$ cat src/rtl/phase_extractor.sv
// phase_extractor: iterative CORDIC in vectoring mode. Converts one signed I/Q
// sample into a modulo-2**PHASE_BITS angle and a CORDIC-gain-scaled magnitude.
module phase_extractor #(
   parameter int DATA_BITS  = 12,
   parameter int PHASE_BITS = 10,
   parameter int ITERATIONS = 10
) (
   input  logic                        clk,
   input  logic                        rst,
   input  logic signed [DATA_BITS-1:0] i_i,
   input  logic signed [DATA_BITS-1:0] q_i,
   input  logic                        valid_i,
   output logic                        ready_o,
   output logic [PHASE_BITS-1:0]       phase_o,
   output logic [DATA_BITS+1:0]        mag_o,
   output logic                        valid_o,
   input  logic                        ready_i
);

   localparam int  XW = DATA_BITS + 3;
   localparam int  CW = $clog2(ITERATIONS);
   localparam real PI = 3.14159265358979323846;
   localparam logic [PHASE_BITS-1:0] HALF_TURN = {1'b1, {(PHASE_BITS-1){1'b0}}};

   // atan(2**-k) in phase LSBs; arctan series for k>=1 (argument <= 0.5 converges fast)
   function automatic logic [PHASE_BITS-1:0] atan_entry(input int k);
      real t;
      real p;
      real s;
      real scale;
      t = 1.0;
      for (int j = 0; j < k; j++) begin
         t = t / 2.0;
      end
      s = 0.0;
      p = t;
      if (k == 0) begin
         s = PI / 4.0;
      end else begin
         for (int n = 0; n < 40; n++) begin
            if (n % 2 == 0) begin
               s = s + p / real'(2 * n + 1);
            end else begin
               s = s - p / real'(2 * n + 1);
            end
            p = p * t * t;
         end
      end
      scale = 1.0;
      for (int j = 0; j < PHASE_BITS; j++) begin
         scale = scale * 2.0;
      end
      return PHASE_BITS'($rtoi(s * scale / (2.0 * PI) + 0.5));
   endfunction

   typedef enum logic [1:0] {
      IDLE   = 2'd0,
      ROTATE = 2'd1,
      DONE   = 2'd2
   } state_t;

   logic [PHASE_BITS-1:0] atan_tab_s [ITERATIONS];

   for (genvar g = 0; g < ITERATIONS; g++) begin : g_atan
      localparam logic [PHASE_BITS-1:0] A_K = atan_entry(g);
      assign atan_tab_s[g] = A_K;
   end

   state_t                 state_q;
   logic signed [XW-1:0]   x_q, y_q;
   logic signed [XW-1:0]   x_d, y_d;
   logic [PHASE_BITS-1:0]  z_q, z_d;
   logic [CW-1:0]          k_q;
   logic                   zero_q;
   logic                   ready_q;
   logic                   valid_q;
   logic [PHASE_BITS-1:0]  phase_q;
   logic [DATA_BITS+1:0]   mag_q;

   logic signed [XW-1:0]   i_ext_s, q_ext_s;
   logic signed [XW-1:0]   x_sh_s, y_sh_s;
   logic [PHASE_BITS-1:0]  a_k_s;

   // Widen before any negation so -2**(DATA_BITS-1) cannot overflow
   assign i_ext_s = {{3{i_i[DATA_BITS-1]}}, i_i};
   assign q_ext_s = {{3{q_i[DATA_BITS-1]}}, q_i};
   assign x_sh_s  = x_q >>> k_q;
   assign y_sh_s  = y_q >>> k_q;
   assign a_k_s   = atan_tab_s[k_q];

   // One micro-rotation driving y towards zero, from the pre-update x/y
   always_comb begin
      x_d = x_q;
      y_d = y_q;
      z_d = z_q;
      if (!y_q[XW-1]) begin
         x_d = x_q + y_sh_s;
         y_d = y_q - x_sh_s;
         z_d = z_q + a_k_s;
      end else begin
         x_d = x_q - y_sh_s;
         y_d = y_q + x_sh_s;
         z_d = z_q - a_k_s;
      end
   end

   // Control FSM, datapath registers and registered handshake/result outputs
   always_ff @(posedge clk) begin
      if (rst) begin
         state_q <= IDLE;
         x_q     <= '0;
         y_q     <= '0;
         z_q     <= '0;
         k_q     <= '0;
         zero_q  <= 1'b0;
         ready_q <= 1'b1;
         valid_q <= 1'b0;
         phase_q <= '0;
         mag_q   <= '0;
      end else begin
         case (state_q)
            IDLE: begin
               if (valid_i) begin
                  // Left half-plane: rotate by 180 degrees so CORDIC starts with x >= 0
                  if (i_i[DATA_BITS-1]) begin
                     x_q <= -i_ext_s;
                     y_q <= -q_ext_s;
                     z_q <= HALF_TURN;
                  end else begin
                     x_q <= i_ext_s;
                     y_q <= q_ext_s;
                     z_q <= '0;
                  end
                  zero_q  <= (i_i == '0) && (q_i == '0);
                  k_q     <= '0;
                  ready_q <= 1'b0;
                  state_q <= ROTATE;
               end else begin
                  ready_q <= 1'b1;
               end
            end
            ROTATE: begin
               x_q <= x_d;
               y_q <= y_d;
               z_q <= z_d;
               if (k_q == CW'(ITERATIONS - 1)) begin
                  valid_q <= 1'b1;
                  phase_q <= zero_q ? '0 : z_d;
                  mag_q   <= zero_q ? '0 : x_d[DATA_BITS+1:0];
                  state_q <= DONE;
               end else begin
                  k_q <= k_q + CW'(1);
               end
            end
            DONE: begin
               if (ready_i) begin
                  valid_q <= 1'b0;
                  ready_q <= 1'b1;
                  state_q <= IDLE;
               end else begin
                  valid_q <= 1'b1;
               end
            end
            default: begin
               state_q <= IDLE;
               ready_q <= 1'b1;
               valid_q <= 1'b0;
            end
         endcase
      end
   end

   assign ready_o = ready_q;
   assign valid_o = valid_q;
   assign phase_o = phase_q;
   assign mag_o   = mag_q;

endmodule

$ cat config.mk
export PLATFORM = sky130hd
export DESIGN_NAME = phase_extractor
export DESIGN_NICKNAME = d
export VERILOG_FILES = /design/src/rtl/phase_extractor.sv
export SDC_FILE = /design/constraint.sdc
export NUM_CORES = 1
export LEC_CHECK = 0
export ABC_AREA = 1
export BUFFER_PORTS_ARGS = -buffer_cell sky130_fd_sc_hd__buf_2
export CORE_UTILIZATION = 60
export CTS_BUF_LIST = sky130_fd_sc_hd__clkbuf_8
export DETAILED_ROUTE_END_ITERATION = 8
export HOLD_SLACK_MARGIN = 0.06
export PLACE_DENSITY = 0.87
export SLEW_MARGIN = 25
export SYNTH_ARGS = -nofsm -noshare
export SYNTH_HDL_FRONTEND = slang
export SYNTH_SLANG_ARGS = --single-unit
$ cat constraint.sdc
create_clock -name clk -period 7.4 [get_ports clk]
set_input_delay 1.11 -clock clk [delete_from_list [all_inputs] [get_ports clk]]
set_output_delay 1.11 -clock clk [all_outputs]
set_load 0.005 [all_outputs]
==> flow_metrics.env, run 1 <==
export IMPL_status="finished clean"
export IMPL_timing_fmax_mhz=205.3
export IMPL_cts_tree="done"
export IMPL_path_depth=20
export IMPL_hold_path_class="flop to flop"
export IMPL_drv_cap=0
export IMPL_reg2regPathDepth=20
export IMPL_setup_viol=0
export IMPL_reg2reg_to="x_q[12]$_SDFFE_PP0P_"
export IMPL_yosysSeqAreaShare_pct=19.66
export IMPL_coreArea_mm2=0.01206
export IMPL_num_rows=40
export IMPL_drt_wirelength_per_cell_um=15.06
export IMPL_hold_buffers=0
export IMPL_worstMarginPinSlew_ns=0.9357
export IMPL_first_pass_iters=5
export IMPL_cts_buffer_depth=2
export IMPL_r2r_setup_slack_ns=2.53
export IMPL_io_buffers=53
export IMPL_fin_crit_sh_pct=65.81
export IMPL_clk_latency_ns=0.37
export IMPL_top_level_ports=54
export IMPL_syn_nets=1285
export IMPL_ys_ff_latch=73
export IMPL_dieArea_mm2=0.01284
export IMPL_grt_pass1_vias=7241
export IMPL_htreeDepth=3
export IMPL_cp_cell_sequence="inv_1, nand2_1, nand3_2, nand3_1, nand3_1, nand2_1, inv_1, ha_1, or2_2, o21ai_0, inv_1, fa_1, nor3_1, nor2_1, o21ai_0, a21oi_1, o21bai_1, or2_2, nand3_1, a21oi_1"
export IMPL_rsz0062_at_grt="false"
export IMPL_ys_flop_type="dfxtp_1"
export IMPL_ant_nets=0
export IMPL_skew_ns=0.01177
export IMPL_n_antenna_cell=0
export IMPL_clk_pin_slew_ns=0.08
export IMPL_critPathLaunchType="flop"
export IMPL_vias=8121
export IMPL_finalSetupTns_ns=0
export IMPL_crit_slowest_cell="dfxtp_1"
export IMPL_syn_area_per_cell_um2=6.193
export IMPL_nets=1303
export IMPL_synth_async_reset_ratio_pct=0
export IMPL_drive_gt1_share_pct=10.63
export IMPL_worstSetupPathType="flop to flop"
export IMPL_synth_area_mm2=0.007432
export IMPL_drt_drc_violations_left=0
export IMPL_drtIter0Drc=844
export IMPL_grt_pass1_wl_mm=35.06
export IMPL_maxSlewHeadroom_pct=37.55
export IMPL_yosysUniqueCellTypes=59
export IMPL_slew_viol_final=0
export IMPL_syn_to_final_growth_pct=6.128
export IMPL_finalHoldViolations=0
export IMPL_crit_fanout=29
export IMPL_synth_cells=1200
export IMPL_layout_common_cells="303 x nand2_1, 137 x nand3_1, 126 x inv_1"
export IMPL_grt_max_degree=50
export IMPL_crit_path_end="x_q[12]$_SDFFE_PP0P_"
export IMPL_clkSinkCount=73
export IMPL_numCtsBuffers=9
export IMPL_die_w_um=113.3
export IMPL_post_cts_buffers=0
export IMPL_ctsResizeCount=0
export IMPL_cts_root_buf="clkbuf_8"
export IMPL_antenna_found_initial=0
export IMPL_start_util_pct=61.62
export IMPL_cp_required_ns=7.70
export IMPL_grt_overflow_total=0
export IMPL_critPathCaptureType="flop"
export IMPL_die_y_um=113.3
export IMPL_ys_warn_count=0
export IMPL_grt_total_usage_pct=34.18
export IMPL_crit_buf_inv=3
export IMPL_totalWireLength_mm=20.95
export IMPL_cp_top_family="simple AND/OR/NAND/NOR gates"
export IMPL_critical_path_max_stage_delay_ns=0.84
export IMPL_startpoint="y_q[14]$_SDFFE_PP0P_"
export IMPL_period_minus_slack_ns=4.870
export IMPL_via_per_inst=5.838
export IMPL_arrival_ns=5.17
export IMPL_dp_final_hpwl_mm=15.52
export IMPL_gp_routability_congestion=1.000
export IMPL_reg2reg_from="y_q[14]$_SDFFE_PP0P_"
export IMPL_final_common_cell="nand2_1"
export IMPL_synth_edf_count=0
==> flip-flops by register name, indices dropped and copies added, names as in the netlist <==
| register | flops |
|---|---|
| valid_o | 1 |
| y_q | 15 |
| state_q | 2 |
| mag_o | 14 |
| phase_o | 10 |
| z_q | 10 |
| zero_q | 1 |
| ready_o | 1 |
| x_q | 15 |
| k_q | 4 |
==> worst min-delay path by stage <==
stage | slack (ns) | cells after the start | end | startpoint
after floorplan | 0.44 | 2 | zero_q$_SDFFE_PP0P_ | zero_q$_SDFFE_PP0P_
after global placement | 0.45 | 2 | phase_o[8]$_SDFFE_PP0P_ | phase_o[8]$_SDFFE_PP0P_
after detailed placement | 0.46 | 2 | mag_o[1]$_SDFFE_PP0P_ | mag_o[1]$_SDFFE_PP0P_
after CTS | 0.47 | 2 | mag_o[1]$_SDFFE_PP0P_ | mag_o[1]$_SDFFE_PP0P_
after global routing | 0.48 | 2 | mag_o[2]$_SDFFE_PP0P_ | mag_o[2]$_SDFFE_PP0P_
final | 0.46 | 2 | mag_o[1]$_SDFFE_PP0P_ | mag_o[1]$_SDFFE_PP0P_
==> tightest hold or removal path, delay by kind of cell (launching register included) <==
kind / cells / cell delay (ns)
simple gates: 1 / 0.06
flops: 1 / 0.31
compound gates: 1 / 0.05
==> through the flow <==
step	cells	utilization [%]	instance area, µm²	worst slack [ns]	hold WS [ns]
after floorplan	1200	-	7432	3.721	0.4439
after global placement	1375	63.57	7667	2.833	0.4520
after detailed placement	1375	63.57	7667	2.675	0.4556
after CTS	1391	65.37	7885	2.622	0.4677
after global routing	1391	65.39	7888	2.048	0.4803
final	1391	65.39	7888	2.530	0.4639
==> final cells by class <==
cell class,count,area [µm²]
Multi-Input combinational cell,936,5157
Fill cell,1154,4174
Sequential cell,73,1461
Inverter,138,523.0
Timing Repair Buffer,60,317.8
Tap cell,168,210.2
Clock buffer,9,123.9
Clock inverter,7,93.84
==> synth_stat cells (2+ instances only) <==
cell type / n / area share (%)
o21bai_1: 5 / 0.51
a31oi_1: 12 / 1.0
a211oi_1: 6 / 0.61
inv_2: 9 / 0.45
nand2_1: 303 / 15
o21ai_1: 13 / 0.88
buf_2: 6 / 0.40
nand3b_1: 4 / 0.40
inv_1: 125 / 6.3
nand3_1: 137 / 9.2
a21o_1: 2 / 0.20
buf_1: 5 / 0.25
buf_6: 8 / 1.2
nor2_4: 2 / 0.30
nand2_2: 6 / 0.51
o221ai_1: 3 / 0.35
o211ai_1: 10 / 1.0
clkbuf_1: 28 / 1.4
nor3_1: 16 / 1.1
nor2_1: 68 / 3.4
o22ai_1: 3 / 0.25
or2_2: 12 / 1.0
a41oi_1: 2 / 0.24
a21oi_1: 109 / 7.3
nand3_2: 2 / 0.27
o21a_1: 2 / 0.20
fa_1: 3 / 0.81
a21oi_2: 3 / 0.35
xor2_1: 22 / 2.6
o21ai_0: 71 / 4.8
clkinv_1: 3 / 0.15
a21oi_4: 2 / 0.44
o31ai_1: 5 / 0.51
dfxtp_1: 73 / 20
ha_1: 54 / 9.1
xnor2_1: 19 / 2.2
a221oi_1: 3 / 0.35
o21ai_2: 6 / 0.71
nor2_2: 5 / 0.42
nor3_2: 2 / 0.27
or2_1: 3 / 0.25
buf_4: 5 / 0.51
nand4_1: 7 / 0.59
==> layer usage <==
metal / GRT usage (%) / share of wire (%)
met5: 0 / 0
met4: 12.89 / 2.9
met1: 46.56 / 44
met2: 54.31 / 44
met3: 5.410 / 9.0
==> cells by family after synthesis <==
kind of cell / after synthesis / share of synthesized area, %
and+or+nand+nor: 572 / 33.69
DFF: 73 / 19.66
xor gates and xnor gates: 41 / 4.832
buffers and inverters: 191 / 11.03
muxes: 2 / 0.2862
adders and majority gates: 57 / 9.899
AOI/OAI and AO/OA: 264 / 20.61
Power of run 1 is left out: the tool's default activity adds up to more than one toggle a clock period on the data nets, which glitch-free logic cannot reach.
==> inputs of run 2 (changes only) <==
--- a/config.mk
+++ b/config.mk
@@ -7,11 +7,11 @@
 export LEC_CHECK = 0
 export ABC_AREA = 1
 export BUFFER_PORTS_ARGS = -buffer_cell sky130_fd_sc_hd__buf_2
-export CORE_UTILIZATION = 60
+export CORE_UTILIZATION = 58
 export CTS_BUF_LIST = sky130_fd_sc_hd__clkbuf_8
 export DETAILED_ROUTE_END_ITERATION = 8
 export HOLD_SLACK_MARGIN = 0.06
-export PLACE_DENSITY = 0.87
+export PLACE_DENSITY = 0.88
 export SLEW_MARGIN = 25
 export SYNTH_ARGS = -nofsm -noshare
 export SYNTH_HDL_FRONTEND = slang
==> constraint.sdc (replaced) <==
create_clock -name clk -period 4.4 [get_ports clk]
set_input_delay 0.66 -clock clk [delete_from_list [all_inputs] [get_ports clk]]
set_output_delay 0.66 -clock clk [all_outputs]
set_load 0.005 [all_outputs]
==> flow_metrics.env, run 2 (same netlist as run 1, synthesis figures left out) <==
export IMPL_cp_required_ns=4.65
export IMPL_syn_to_final_growth_pct=7.710
export IMPL_io_buffers=53
export IMPL_grt_overflow_total=0
export IMPL_die_w_um=115.2
export IMPL_maxSlewHeadroom_pct=42.13
export IMPL_grt_max_degree=49
export IMPL_drtIter0Drc=920
export IMPL_drt_drc_violations_left=0
export IMPL_vias=8316
export IMPL_gp_routability_congestion=0.9637
export IMPL_drv_cap=0
export IMPL_via_per_inst=5.915
export IMPL_timing_fmax_mhz=245.2
export IMPL_worstMarginPinSlew_ns=0.8672
export IMPL_setup_viol=0
export IMPL_clk_latency_ns=0.38
export IMPL_final_common_cell="nand2_1"
export IMPL_dieArea_mm2=0.01327
export IMPL_critPathLaunchType="flop"
export IMPL_status="finished clean"
export IMPL_num_rows=40
export IMPL_period_minus_slack_ns=4.078
export IMPL_rsz0062_at_grt="false"
export IMPL_grt_pass1_vias=7408
export IMPL_grt_pass1_wl_mm=35.28
export IMPL_n_antenna_cell=0
export IMPL_first_pass_iters=6
export IMPL_coreArea_mm2=0.01226
export IMPL_hold_start="mag_o[9]$_SDFFE_PP0P_"
export IMPL_critPathCaptureType="flop"
export IMPL_htreeDepth=3
export IMPL_arrival_ns=4.33
export IMPL_clkSinkCount=73
export IMPL_fin_crit_sh_pct=92.69
export IMPL_top_level_ports=54
export IMPL_hold_buffers=0
export IMPL_dp_final_hpwl_mm=16.09
export IMPL_worstSetupPathType="flop to flop"
export IMPL_totalWireLength_mm=21.63
export IMPL_post_cts_buffers=0
export IMPL_fillers=1124
export IMPL_startpoint="k_q[1]$_SDFFE_PP0P_"
export IMPL_finalSetupTns_ns=0
export IMPL_die_y_um=115.2
export IMPL_numCtsBuffers=9
export IMPL_layout_common_cells="303 x nand2_1, 137 x nand3_1, 126 x inv_1"
export IMPL_skew_ns=0.01149
export IMPL_ctsResizeCount=0
export IMPL_drive_gt1_share_pct=11.87
export IMPL_ant_nets=0
export IMPL_slew_viol_final=0
export IMPL_grt_total_usage_pct=33.93
export IMPL_finalHoldViolations=0
export IMPL_start_util_pct=60.61
export IMPL_hold_path_class="flop to flop"
export IMPL_drt_wirelength_per_cell_um=15.39
export IMPL_nets=1318
export IMPL_cts_tree="done"
export IMPL_reg2reg_from="k_q[1]$_SDFFE_PP0P_"
export IMPL_crit_fanout=20
export IMPL_cts_buffer_depth=2
export IMPL_cts_root_buf="clkbuf_8"
export IMPL_antenna_found_initial=0
export IMPL_clk_pin_slew_ns=0.08
[run 2: changes by cell type in the layout (fill, tap and decap cells not counted), sizes merged]
cell	change
buf	+15
clkinv	+1
inv	-1
[run 2: metal layers]
layer	track usage, %	up-vias	part of all wire, %
li1	-	4071	-
met1	45.62	3752	43
met2	52.33	418	43
met5	0	-	0
met3	6.220	75	9.6
met4	16.36	0	4.0
[run 2: layout make-up]
| type | count | area, µm² | area share (%) |
|---|---|---|---|
| Multi-Input combinational cell | 936 | 5157 | 64.43 |
| Sequential cell | 73 | 1466 | 18.32 |
| Inverter | 138 | 523.0 | 6.533 |
| Timing Repair Buffer | 75 | 430.4 | 5.377 |
| Tap cell | 168 | 210.2 | 2.626 |
| Clock buffer | 9 | 123.9 | 1.547 |
| Clock inverter | 7 | 93.84 | 1.172 |
[run 2: worst max-delay path, stage by stage (launching register included)]
cell	delay, ns
dfxtp_1	0.35
buf_4	0.22
buf_4	0.27
nand3_1	0.13
nand3_1	0.10
nand2_1	0.06
inv_1	0.06
nand2_1	0.11
inv_1	0.09
ha_1	0.13
inv_1	0.05
nor2_1	0.12
nand2_2	0.09
o31ai_1	0.23
mux2_1	0.35
ha_1	0.34
a21oi_1	0.16
nor2_1	0.06
a211oi_1	0.18
nand3_1	0.14
nand3_1	0.12
o21ai_0	0.11
or2_2	0.31
nand3_1	0.09
a21oi_1	0.08
[run 2: path summary, 6_finish.rpt]
kind,endpoint,cells past startpoint,slack (ns)
hold / removal,mag_o[9]$_SDFFE_PP0P_,2,0.47
hold reg to reg,mag_o[9]$_SDFFE_PP0P_,2,0.47
setup / recovery,x_q[13]$_SDFFE_PP0P_,24,0.32
setup reg to reg,x_q[13]$_SDFFE_PP0P_,24,0.32
[run 2: stage by stage]
step           cells  utilization, %  cell area, µm²  hold slack, ns  setup WS (ns)
6_report        1406           65.29            8005          0.4673         0.3217
5_1_grt         1406           65.29            8005          0.4865        0.01334
4_1_cts         1406           65.22            7998          0.4672         0.1535
3_5_place_dp    1390           63.45            7780          0.4550         0.1786
3_3_place_gp    1390           63.45            7780          0.4517         0.3349
2_1_floorplan   1200               -            7432          0.4439         0.7212
Power of run 2 is left out for the same reason.
